$ cat src/rtl/wb_sequencer.sv
// Write-back sequencer: accepts completed instructions and serialises their
// E/M results onto a single register-file write port, latching halt status.
module wb_sequencer #(
    parameter int unsigned CNT_W = 32
) (
    input  logic             clk_i,
    input  logic             rst_n_i,
    input  logic             wb_valid_i,
    output logic             wb_ready_o,
    input  logic [3:0]       icode_i,
    input  logic [3:0]       dstE_i,
    input  logic [3:0]       dstM_i,
    input  logic [63:0]      valE_i,
    input  logic [63:0]      valM_i,
    input  logic [1:0]       stat_i,
    output logic             rf_we_o,
    output logic [3:0]       rf_waddr_o,
    output logic [63:0]      rf_wdata_o,
    output logic [1:0]       stat_o,
    output logic             halted_o,
    output logic [CNT_W-1:0] retired_o
);

    typedef enum logic [1:0] {
        IDLE = 2'd0,
        WR_E = 2'd1,
        WR_M = 2'd2,
        HALT = 2'd3
    } state_t;

    localparam logic [3:0] RNONE = 4'hF;
    localparam logic [1:0] AOK   = 2'b00;

    state_t      state;
    logic [3:0]  dst_m_h;
    logic [63:0] val_m_h;
    logic        need_m_h;
    logic [3:0]  icode_h;

    logic        accept;
    logic        need_e;
    logic        need_m;
    logic        unused_icode;

    // A same-register E/M pair collapses to the M write alone.
    assign need_m = (dstM_i != RNONE);
    assign need_e = (dstE_i != RNONE) && ((dstE_i != dstM_i) || !need_m);

    assign wb_ready_o = (state == IDLE) || (state == WR_M) ||
                        ((state == WR_E) && !need_m_h);
    assign accept     = wb_valid_i && wb_ready_o;
    assign halted_o   = (state == HALT);

    // icode is held for observability only; sequencing ignores it.
    assign unused_icode = ^icode_h;

    always_ff @(posedge clk_i or negedge rst_n_i) begin
        if (!rst_n_i) begin
            state      <= IDLE;
            dst_m_h    <= '0;
            val_m_h    <= '0;
            need_m_h   <= 1'b0;
            icode_h    <= '0;
            rf_we_o    <= 1'b0;
            rf_waddr_o <= '0;
            rf_wdata_o <= '0;
            stat_o     <= AOK;
            retired_o  <= '0;
        end else begin
            rf_we_o    <= 1'b0;
            rf_waddr_o <= '0;
            rf_wdata_o <= '0;
            if (accept) begin
                dst_m_h  <= dstM_i;
                val_m_h  <= valM_i;
                need_m_h <= need_m;
                icode_h  <= icode_i;
                if (stat_i != AOK) begin
                    state  <= HALT;
                    stat_o <= stat_i;
                end else begin
                    if (retired_o != '1)
                        retired_o <= retired_o + CNT_W'(1);
                    if (need_e) begin
                        state      <= WR_E;
                        rf_we_o    <= 1'b1;
                        rf_waddr_o <= dstE_i;
                        rf_wdata_o <= valE_i;
                    end else if (need_m) begin
                        state      <= WR_M;
                        rf_we_o    <= 1'b1;
                        rf_waddr_o <= dstM_i;
                        rf_wdata_o <= valM_i;
                    end else begin
                        state <= IDLE;
                    end
                end
            end else begin
                case (state)
                    WR_E: begin
                        if (need_m_h) begin
                            state      <= WR_M;
                            rf_we_o    <= 1'b1;
                            rf_waddr_o <= dst_m_h;
                            rf_wdata_o <= val_m_h;
                        end else begin
                            state <= IDLE;
                        end
                    end
                    HALT:    state <= HALT;
                    default: state <= IDLE;
                endcase
            end
        end
    end

endmodule
$ cat config.mk
export PLATFORM = sky130hd
export DESIGN_NAME = wb_sequencer
export DESIGN_NICKNAME = d
export VERILOG_FILES = /design/src/rtl/wb_sequencer.sv
export SDC_FILE = /design/constraint.sdc
export NUM_CORES = 1
export LEC_CHECK = 0
export ABC_AREA = 1
export BUFFER_PORTS_ARGS = -buffer_cell sky130_fd_sc_hd__buf_2
export CORE_MARGIN = 4
export CORE_UTILIZATION = 48
export DETAILED_ROUTE_END_ITERATION = 7
export MAX_ROUTING_LAYER = met4
export PLACE_DENSITY_LB_ADDON = 0.15
export SETUP_SLACK_MARGIN = 0.5
export SLEW_MARGIN = 10
export SYNTH_ARGS = -nofsm -noshare
export SYNTH_HDL_FRONTEND = slang
export SYNTH_SLANG_ARGS = --single-unit
export TNS_END_PERCENT = 50
$ cat constraint.sdc
create_clock -name clk_i -period 1.4 [get_ports clk_i]
set_input_delay 0.14 -clock clk_i [delete_from_list [all_inputs] [get_ports clk_i]]
set_output_delay 0.14 -clock clk_i [all_outputs]
set_load 0.1 [all_outputs]
[Word-level counts from Yosys, hierarchy flattened]
Cells that the tools add are included.
Cells by class
  order comparisons: 0
  $add $sub $neg: 1
  multipliers: 0
  bitwise logic cells: 1
  equal/unequal tests: 7
  shifts and indexed selects: 0
  divide/modulo/power cells: 0
  reductions and logical operators: 12
  mux-type cells: 24
Operators with widths (count)
  $mux 64: 6
  $add 32x1->32 const B: 1
  $ne 32x32->1 const B: 1
  $mux 4: 6
  $mux 2: 5
  $ne 4x4->1 const B: 2
  $mux 1: 6
  $eq 2x2->1 const B: 2
  $ne 4x4->1: 1
  $pmux 2 s2: 1
  $logic_and 1x1->1: 3
  $logic_or 1x1->1: 3
  $reduce_and 3->1: 1
  $eq 2x1->1 const B: 1
  $logic_not 1->1: 2
  $logic_not 2->1: 1
  $reduce_and 2->1: 1
  $reduce_bool 2->1: 1
  $not 1->1: 1
Word-level totals
  bits of input ports: 145
  memory bits (read-only): 0
  RAM bits: 0
  bits in latches: 0
  word-level logic and storage cells: 54
  register bits: 174
  memories: 0
  output and inout bits: 105

[Longest topological paths before layout]
  depth after elaboration: 7
  gate-level depth with buffers: 11
  depth with buffers taken out: 10

[Least setup slack after synthesis]
Ideal clock, no wire load.
  path kind: register to register
  from: register retired_o[1]
  to: register retired_o[9]
  arrival time: 2187 ps
  setup slack: -907 ps
  cell stages (with the launch flop): 12
  required time: 1280 ps
  setup time: 120 ps
  period minus slack after synthesis: 2307 ps
  path buffers: 1
  path through: dfrtp_1 -> ha_1 -> inv_1 -> nor2_4 -> nand2_4 -> nor2_4 -> nand2_4 -> nand2_8 -> inv_4 -> buf_6 -> nand2_1 -> nand2_1
On the way
  cells in the longest elaborated chain, start to end: 2
  elaborated cells on any way between the ends: 3
  classes of those cells: add/sub: 1; eq/ne: 1; reduce/logical: 1
Ends and longest elaborated chain
  start, declared: RTL line 21  | output logic [CNT_W-1:0] retired_o
  start signal, assigned: RTL line 83  | retired_o <= retired_o + CNT_W'(1);
  parallel branches: the longest is 2 deep, another holds $add 32x1->32
Several ways; the timed one is not identified.
A chain may end at the register's enable or synchronous reset.

[Worst setup path in the final report]
  from: register state[0]
  to: register retired_o[10]
On the way
  cells in the longest elaborated chain, start to end: 5
  elaborated cells on any way between the ends: 8
  classes of those cells: eq/ne: 2; reduce/logical: 6
Ends and longest elaborated chain
  start, declared: RTL line 34  | state_t state;
  start signal, assigned: RTL line 59  | state <= IDLE;
  start signal, assigned: RTL line 79  | state <= HALT;
  start signal, assigned: RTL line 85  | state <= WR_E;
  $eq 2x2->1, or another cell as far along: RTL line 49  | assign wb_ready_o = (state == IDLE) || (state == WR_M) ||
  $logic_or 1x1->1 / $logic_and 1x1->1 (equally long branches): RTL line 49, 50
  $logic_or 1x1->1 (*): RTL line 49
  $logic_and 1x1->1 (*): RTL line 51  | assign accept = wb_valid_i && wb_ready_o;
  $reduce_and 3->1 (no line) (*)
Every way passes the cells marked *; elsewhere a longest branch is shown, timed or not.

==> impl_metrics.tcl <==
set metrics [dict create \
    status "complete, but fails checks" \
    violations "setup timing" \
    power_density_nw_per_um2 1690 \
    final_util 0.839 \
    slew_violations 0 \
    n_antenna_cell 0 \
    tritoncts "done" \
    finalCriticalPeriod_ns 1.63 \
    grt-ovfl-total 0 \
    register_area_sq_um 4450 \
    setup_violations 165 \
    tightest_slew_ns 0.612 \
    crit_arrival_ns 1.94 \
    wl_per_cell_microns 17.7 \
    place_ws_ns -0.188 \
    drive_gt1_frac 0.399 \
    timing.final.hold_violations 0 \
    r2r_cells 10 \
    setup_slack_ns -0.229 \
    startpoint_type "flip-flop" \
    p_switching_mw 11.9 \
    required_ns 1.71 \
    finish.instance_area_sq_um 15300 \
    place.port_buffers 245 \
    multiInputGateArea_sq_um 4730 \
    vdd_drop_max_uv 1180 \
    cts_buffers 17 \
    cap_violations 0 \
    synth-compound-area-share 0.0118 \
    num_rows 49 \
    power_frac_clock 0.189 \
    grt_max_degree 70 \
    grt_antenna_before_repair 0 \
    dp.cells 1768 \
    synth.distinct_cells 30 \
    internal-power_mw 13.9 \
    clk_pin_slew_worst_paths_ns 0.07 \
    dr.pass1.iters 6 \
    initial_utilization 0.494 \
    yosysTopAreaCellShare 0.484 \
    drtIter0Drc 924 \
    final_common_cell "nand2_1" \
    synth_nets 1398 \
    dieArea_sq_um 21000 \
    synth-seq-cells 174 \
    critPathKind "flip-flop to flip-flop" \
    rsz0062_at_grt "yes" \
    max_freq_mhz 614 \
    synth_mux_area_frac 0 \
    comb_power_share 0.515 \
    ys.flop_type "dfrtp_1" \
    wl_microns 34300 \
    p_leak_nw 8.11 \
    dp_hpwl_microns 19100 \
    holdPathStages 3 \
    ys_async_sr_fraction 1.00 \
    maxSlewHeadroom 0.592 \
    synth-simple-area-share 0.411 \
    die_y_microns 145 \
    clock_sinks 174 \
    first_global_vias 10100 \
    via_per_inst 5.41 \
    clkLatencyLatePin_ns 0.43 \
    fillers 1046 \
    track_usage 0.305 \
    synthXorXnorAreaFrac 0.0146 \
    clockBufferDepth 2 \
    grt_pass1_wl_microns 51300 \
    timing.hold.ws_ns 0.0169 \
    h-tree-depth 4 \
    synthAdderAreaFrac 0.00139 \
    synth_area_sq_um 9000 \
    ant_nets 0 \
    area_growth_pct 69.8 \
    die_w_microns 145 \
    synthCells 1252 \
    core-area_sq_um 18200 \
    synth_edf_count 0 \
    fin_crit_sh 1.16 \
    ios 250 \
    avgSynthCellArea_sq_um 7.19 \
    end_kind "flip-flop" \
    synth_top_family_by_area "simple AND/OR/NAND/NOR gates" \
    num_vias 10500 \
    place_congestion 0.905 \
    synth.largest_area_cell "dfrtp_1" \
    stdcell_count 1933 \
    hp-class "input port to flip-flop" \
    drc 0 \
    finalPower_mw 25.8 \
    p_sw_frac 0.462 \
    yosysWarnings 0 \
    seqPwrFrac 0.296 \
    setup-tns-final_ns -13.62 \
    finalClockSkew_ns 0.0141 \
    dpl_cell_area_sq_um 11900 \
    num-nets-final 1838 \
    cts-root-buf "clkbuf_16" \
    synth_seq_area_share 0.484 \
    critPathMaxFanout 11 \
    mostFrequentLayoutCells "nand2_1, buf_2, nand3_1" \
    synth.area.top_cells "dfrtp_1, nand2_1, nand3_1" \
]
==> worst paths after layout <==
path                                       end       start  slack [ns]
min in group asynchronous       rf_wdata_o[56]     rst_n_i        0.16
worst max register to register   retired_o[10]    state[0]       -0.23
worst min-delay path                dst_m_h[1]   dstM_i[1]        0.02
worst max-delay path             retired_o[10]    state[0]       -0.23
max in group asynchronous        retired_o[31]     rst_n_i        0.65
worst min register to register      val_m_h[4]  val_m_h[4]        0.47
==> cells in the mapped netlist (3+ instances only) <==
master,count
nand2_1,591
nand3_1,208
dfrtp_1,174
inv_1,91
nor2_1,49
clkbuf_1,37
buf_2,23
nand3b_1,13
o21ai_0,13
xor2_1,8
xnor2_1,7
buf_4,6
a21oi_1,4
nor2_4,4
buf_6,3
nand2_4,3
nand4_1,3
nor2_2,3
==> worst max-delay path: stages, from the launching register on <==
cell      delay [ns]
dfrtp_1         0.43
nand2_2         0.12
nand2_4         0.06
nor2_4          0.15
nand2_4         0.09
clkinv_8        0.06
buf_4           0.13
nand2_8         0.09
buf_12          0.16
o21ai_2         0.14
nand2_1         0.08
==> power groups by stage <==
stage                     logic (mW)  registers, mW  clock network, mW
after global placement          10.1           7.36                  0
after global routing            14.0           7.79               5.16
after CTS                       11.2           7.34               4.93
after floorplan                 3.67           11.2                  0
after detailed placement        10.2           7.39                  0
final                           13.3           7.64               4.89
==> cell families after synthesis <==
| kind of cell | Yosys count |
|---|---|
| flip-flops | 174 |
| AO/OA/AOI/OAI | 20 |
| XOR/XNOR | 15 |
| adder cells (fa/ha/maj) | 1 |
| AND/OR/NAND/NOR | 878 |
| buffers and inverters | 164 |
==> what timing repair did <==
action	in CTS	in global routing
setup endpoints to repair	279	279
endpoints found under the hold margin	241	1
cloned	7	12
gates resized for setup	143	236
pin swaps	10	26
hold buffers	68	1
setup buffers	31	15
==> routing by layer <==
metal | routed length (microns) | vias to the layer above | global-route usage
met5 | 0 | - | -
met4 | 1180 | 0 | 0.117
met3 | 2770 | 121 | 0.0558
met2 | 17200 | 624 | 0.505
met1 | 13200 | 4934 | 0.376
li1 | - | 4771 | -
==> sequential cells by signal, summed over array words and instances (netlist names), 2 cells and up <==
| signal | cells |
|---|---|
| dst_m_h | 4 |
| state | 2 |
| rf_waddr_o | 4 |
| val_m_h | 64 |
| retired_o | 32 |
| stat_o | 2 |
| rf_wdata_o | 64 |
==> area by class of cell <==
| type | instances | area share |
|---|---|---|
| inverters | 94 | 0.0256 |
| repair buffers | 490 | 0.315 |
| clock buffers | 18 | 0.0287 |
| multi-input cells | 914 | 0.310 |
| repair inverters | 1 | 0.000737 |
| flip-flops and latches | 174 | 0.291 |
| well taps | 229 | 0.0188 |
| clock inverters | 13 | 0.00999 |
Note: power is estimated with default switching activity, not from simulation.
